## src/rtl/instr_fetch.sv

```systemverilog
// Instruction-fetch stage: fetch PC, ROM addressing, instruction register, valid/ready out.
// Optional misaligned-redirect trap enabled by defining IFETCH_ALIGN_CHECK_EN.
module instr_fetch #(
  parameter int          WIDTH      = 32,
  parameter int          ADDR_WIDTH = 10,
  parameter logic [31:0] RESET_PC   = 32'h0000_0000
) (
  input  logic                  clk,
  input  logic                  rst,
  output logic [ADDR_WIDTH-1:0] rom_addr,
  input  logic [WIDTH-1:0]      rom_data,
  output logic [WIDTH-1:0]      instr,
  output logic [31:0]           instr_pc,
  output logic                  instr_valid,
  input  logic                  instr_ready,
  input  logic                  redirect,
  input  logic [31:0]           redirect_pc,
  output logic [31:0]           fetch_pc,
  output logic                  fetch_err
);

`ifdef IFETCH_ALIGN_CHECK_EN
  typedef enum logic [1:0] {FETCH, HOLD, ERR} state_t;
`else
  typedef enum logic [1:0] {FETCH, HOLD} state_t;
`endif

  state_t             state_q, state_d;
  logic [31:0]        fetch_pc_q, fetch_pc_d;
  logic [WIDTH-1:0]   instr_q, instr_d;
  logic [31:0]        instr_pc_q, instr_pc_d;
  logic               valid_q, valid_d;
  logic               load;
`ifdef IFETCH_ALIGN_CHECK_EN
  logic               err_q, err_d;
`endif

  always_comb begin
    state_d    = state_q;
    fetch_pc_d = fetch_pc_q;
    instr_d    = instr_q;
    instr_pc_d = instr_pc_q;
    valid_d    = valid_q;
    load       = 1'b0;
`ifdef IFETCH_ALIGN_CHECK_EN
    err_d      = err_q;
`endif
    unique case (state_q)
      FETCH, HOLD: begin
        if (redirect) begin
          valid_d = 1'b0;
          state_d = FETCH;
`ifdef IFETCH_ALIGN_CHECK_EN
          fetch_pc_d = redirect_pc;
          if (redirect_pc[1:0] != 2'b00) begin
            err_d   = 1'b1;
            state_d = ERR;
          end
`else
          fetch_pc_d = redirect_pc & ~32'h3;
`endif
        end else if (state_q == FETCH || instr_ready) begin
          load = 1'b1;
        end
      end
`ifdef IFETCH_ALIGN_CHECK_EN
      ERR: ;
`endif
      default: state_d = FETCH;
    endcase
    // Accepting the held word and loading the next share one edge: no bubble.
    if (load) begin
      instr_d    = rom_data;
      instr_pc_d = fetch_pc_q;
      fetch_pc_d = fetch_pc_q + 32'd4;
      valid_d    = 1'b1;
      state_d    = HOLD;
    end
  end

  always_ff @(posedge clk) begin
    if (rst) begin
      state_q    <= FETCH;
      fetch_pc_q <= RESET_PC;
      instr_q    <= '0;
      instr_pc_q <= '0;
      valid_q    <= 1'b0;
`ifdef IFETCH_ALIGN_CHECK_EN
      err_q      <= 1'b0;
`endif
    end else begin
      state_q    <= state_d;
      fetch_pc_q <= fetch_pc_d;
      instr_q    <= instr_d;
      instr_pc_q <= instr_pc_d;
      valid_q    <= valid_d;
`ifdef IFETCH_ALIGN_CHECK_EN
      err_q      <= err_d;
`endif
    end
  end

  assign rom_addr    = fetch_pc_q[ADDR_WIDTH+1:2];
  assign fetch_pc    = fetch_pc_q;
  assign instr       = instr_q;
  assign instr_pc    = instr_pc_q;
  assign instr_valid = valid_q;
`ifdef IFETCH_ALIGN_CHECK_EN
  assign fetch_err   = err_q;
`else
  assign fetch_err   = 1'b0;
`endif

endmodule

```

## config.mk

```make
export PLATFORM = sky130hd
export DESIGN_NAME = instr_fetch
export DESIGN_NICKNAME = d
export VERILOG_FILES = /design/src/rtl/instr_fetch.sv
export SDC_FILE = /design/constraint.sdc
export NUM_CORES = 1
export LEC_CHECK = 0
export CORE_MARGIN = 10
export CORE_UTILIZATION = 52
export DETAILED_ROUTE_END_ITERATION = 6
export DONT_BUFFER_PORTS = 1
export HOLD_SLACK_MARGIN = 0.03
export PLACE_DENSITY = 0.8
export SLEW_MARGIN = 20
export SYNTH_ARGS = -nofsm -noshare
export SYNTH_HDL_FRONTEND = slang
export SYNTH_SLANG_ARGS = --single-unit
```

## constraint.sdc

```tcl
create_clock -name clk -period 1.7 [get_ports clk]
set_input_delay 0.34 -clock clk [delete_from_list [all_inputs] [get_ports clk]]
set_output_delay 0.34 -clock clk [all_outputs]
set_load 0.005 [all_outputs]
```

Yosys cells after proc, flatten, opt, wreduce, memory -nomap -nowiden
Cells that the tools add are included.
- output and inout port bits: 108
- register bits: 98
- input bits: 68
- logic and storage cells: 25
- multiplexer cells: 12
- equal/unequal tests: 1
- reductions and logical operators: 6
- $add $sub $neg: 1
- operators by type and width (cell ; count):
    two-way mux 32 bit ; 3
    adder 32 x 3 -> 32 bit, second input constant ; 1
    two-way mux 1 bit ; 9
    nonzero test 2 bit ; 2
    inequality test 3 bit, second input constant ; 1
    logical NOT 2 bit ; 1
    AND reduction 2 bit ; 1
    OR reduction 2 bit ; 1
    logical OR 1 bit ; 1

Longest topological paths before layout
Gate-level depths: netlist (run 1).
- depth after elaboration: 7
- mapped depth: 6
- gate-level depth less buffers: 4

Least setup slack after synthesis (run 1)
OpenSTA, ideal clock, no wires.
- path kind: register to register
- start point: register fetch_pc_q[11], in the netlist fetch_pc[11]
- end point: register fetch_pc_q[25], in the netlist fetch_pc[25]
- setup time: 0.118 ns
- setup slack: -0.144 ns
- stages on the path, launching flop included: 5
- clock period less this slack: 1.844 ns
- data arrival time: 1.727 ns
- required time: 1.582 ns
- buffers on the path: 0
- path through: dfxtp_1 -> nand4_2 -> or4_4 -> or4_1 -> o2111a_1
- word-level cells in the longest chain between the ends: 2
- RTL lines (element ; RTL line ; RTL):
    from (decl) ; 29 ; logic [31:0] fetch_pc_q, fetch_pc_d;
    from (signal assigned) ; 93 ; fetch_pc_q <= fetch_pc_d;
    adder 32 x 3 -> 32 bit ; 75 ; fetch_pc_d = fetch_pc_q + 32'd4;
    two-way mux 32 bit ; 72 ; if (load) begin
No other way between the ends.
A chain may end at the register's enable or synchronous reset.

Final worst setup path (run 1)
- start point: register fetch_pc_q[21], in the netlist fetch_pc[21]
- end point: register fetch_pc_q[23], in the netlist fetch_pc[23]
The elaborated chain is that of the path after synthesis.

==> results.ini, run 1 <==
[run_status]
outcome = complete, but fails checks
violations = setup timing

[cts]
clock-root-buffer = clkbuf_8
clk_path_buf_depth = 2
cts_buffers = 9
cts.clk_slew.worst_paths_ps = 90
cts_htree_levels = 3
cts_tree = built
clock_sinks = 93
insertion_delay_ps = 360

[layout]
num_antenna_cells = 0
multi_input_area_mm2 = 0.00207
fin_nets = 612
regArea_mm2 = 0.00190
syn2layout_area_growth_pct = 21.0
fillerInstances = 651
final-instance-count-excl-fill = 650
drive_gt1_frac = 0.232

[critical_path]
path_delay_family = simple AND/OR/NAND/NOR gates
cp_max_fo = 5
end_kind = flop
cpMaxStageDelayCell = or4_4
crit_required_ps = 1950
worstPathArrival_ps = 1970
cp.buffers_inverters = 0
critPathLaunchType = flop
crit_type = reg -> reg
cp_cell_sequence = nand3_2, or4_4, or4b_1, o2111a_1
cp_slowest_stage_delay_ps = 550

[power]
power_mw = 4.53
internal_power_mw = 3.36
irDropWorstVdd_uv = 448
p_sw_mw = 1.17
comb_power_share = 0.121
swShare = 0.258
pwr_density_cell_mw_per_mm2 = 929
p_clk_frac = 0.347
power_leakage_nw = 1.77
power_frac_seq = 0.532

[timing]
fin_crit_sh = 1.01
max_freq_mhz = 582
final.setup_skew_ps = 8.96
setup_violations = 4
fin_setup_tns_ps = -50.9
rsz0062_at_grt = yes
fin_crit_ps = 1720
maxSlewViolCount = 0
fin_ws_ps = -17.5
hold_viol_final = 0

[global_routing]
first_global_vias = 3754
grtUsageTotal = 0.206
grt_max_degree = 87
antenna_found_initial = 0
grt_pass1_wl_um = 19200
grt_remaining_overflow = 0

[synthesis]
async_flop_share = 0
synth_top_area_frac = 0.462
yosysTopAreaCell = dfxtp_1
syn-cell-area_mm2 = 0.00403
synth.avg_cell_area_um2 = 7.87
yosys_warnings = 0
syn_inst = 512
yosysMostFrequentCell = nand2_1
ys_ff_latch = 93
yosys-top-cells-count = 139 x nand2_1, 93 x dfxtp_1, 63 x a21oi_1
synthTopCellsByArea = dfxtp_1 46%, nand2_1 13%, a21oi_1 7.8%
yosysUniqueCellTypes = 40
synth.yosys.seq_area_share = 0.462
ys.flop_type = dfxtp_1
synth_edf_count = 0

[place]
dp_cells = 625
io_buffers = 0
place_congestion = 0.861
dp.final_hpwl_um = 9140
dp_slack_ps = -87.4

[drt]
detail-route-antenna-nets = 0
wl_per_cell_um = 20.1
drc = 0
drt_first_pass_iters = 5
drt_iter0_drc = 239
wl_um = 13100
vias_per_cell = 5.96
vias = 3875

[die]
core_mm2 = 0.00765
die_x_um = 108
fp.dieArea_mm2 = 0.0117
rows = 32
die_y_um = 108
initial_core_util = 0.527
ios = 176

[worst_hold_path]
min_path_type = in -> reg

[flow_run]
max-cap-violations = 0

## per-stage QoR
| stage | instance area, um^2 | util | hold slack [ps] |
|---|---|---|---|
| final | 4870 | 0.637 | 46.1 |
| after global routing | 4870 | 0.637 | 25.2 |
| after CTS | 4720 | 0.618 | 31.1 |
| after detailed placement | 4400 | 0.576 | 418 |
| after global placement | 4400 | 0.576 | 412 |
| after floorplan | 4060 | - | 453 |
## area by class of cell
type	instances	share of cell area
Clock buffer	12	0.0277
Clock inverter	4	0.0149
Inverter	7	0.00539
Multi-Input combinational cell	365	0.424
Sequential cell	93	0.389
Tap cell	102	0.0262
Timing Repair Buffer	67	0.112
## power by group through the flow
stage | logic [mW] | registers (mW) | clock network (mW)
after detailed placement | 0.482 | 2.46 | 0
after global placement | 0.463 | 2.45 | 0
after global routing | 0.609 | 2.42 | 1.71
after CTS | 0.499 | 2.41 | 1.60
after floorplan | 0.318 | 2.47 | 0
final | 0.548 | 2.41 | 1.57
## logic make-up after synthesis
kind of cell,Yosys count,synth area share
xor gates and xnor gates,8,0.0174
DFF,93,0.462
adders and majority gates,1,0.00311
AOI/OAI and AO/OA,117,0.182
and+or+nand+nor,234,0.265
other,1,0.000931
buffers and inverters,58,0.0696
## timing repair
| action | CTS | global route |
|---|---|---|
| hold buffers | 1 | 1 |
| pin swaps | 6 | 8 |
| gates resized for setup | 19 | 26 |
| gates cloned | 1 | 0 |
| buffers inserted | 4 | 2 |
| setup endpoints to repair | 10 | 14 |
| endpoints found under the hold margin | 3 | 45 |
## worst paths after layout
kind	startpoint	depth (start not counted)	slack (ps)	endpoint
hold / removal	rst	1	50	instr[16]
setup / recovery	fetch_pc[21]	4	-20	fetch_pc[23]
hold reg to reg	instr[0]	2	470	instr[0]
setup reg to reg	fetch_pc[21]	4	-20	fetch_pc[23]
## sequential cells by signal (all words and copies together), names as in the netlist
register     cells
instr           32
fetch_pc        30
instr_pc        30
instr_valid      1
## per-layer routing
metal / vias up / routed length (um) / track usage / share of wire
li1: 1835 / - / - / -
met1: 1822 / 4690 / 0.215 / 0.36
met2: 195 / 6630 / 0.359 / 0.51
met5: - / 0 / 0 / 0
met3: 23 / 1550 / 0.0845 / 0.12
met4: 0 / 223 / 0.0830 / 0.017
## cell usage in the layout (no fill, tap or decap), drive strengths merged, types with 9 or more instances in the layout
master    n
buf      66
o31ai    11
o21ai     9
nand4    13
nand2   139
nor2     30
nand3    12
a21oi    63
or4      10
clkbuf   12
dfxtp    93
a311oi   16
(Power assumes the default switching activity.)
==> run 2: changes to the inputs <==
Settings changed: ABC_AREA set to 0.
==> results of run 2 <==
The final DEF is identical to that of run 1; final timing and power are the same.
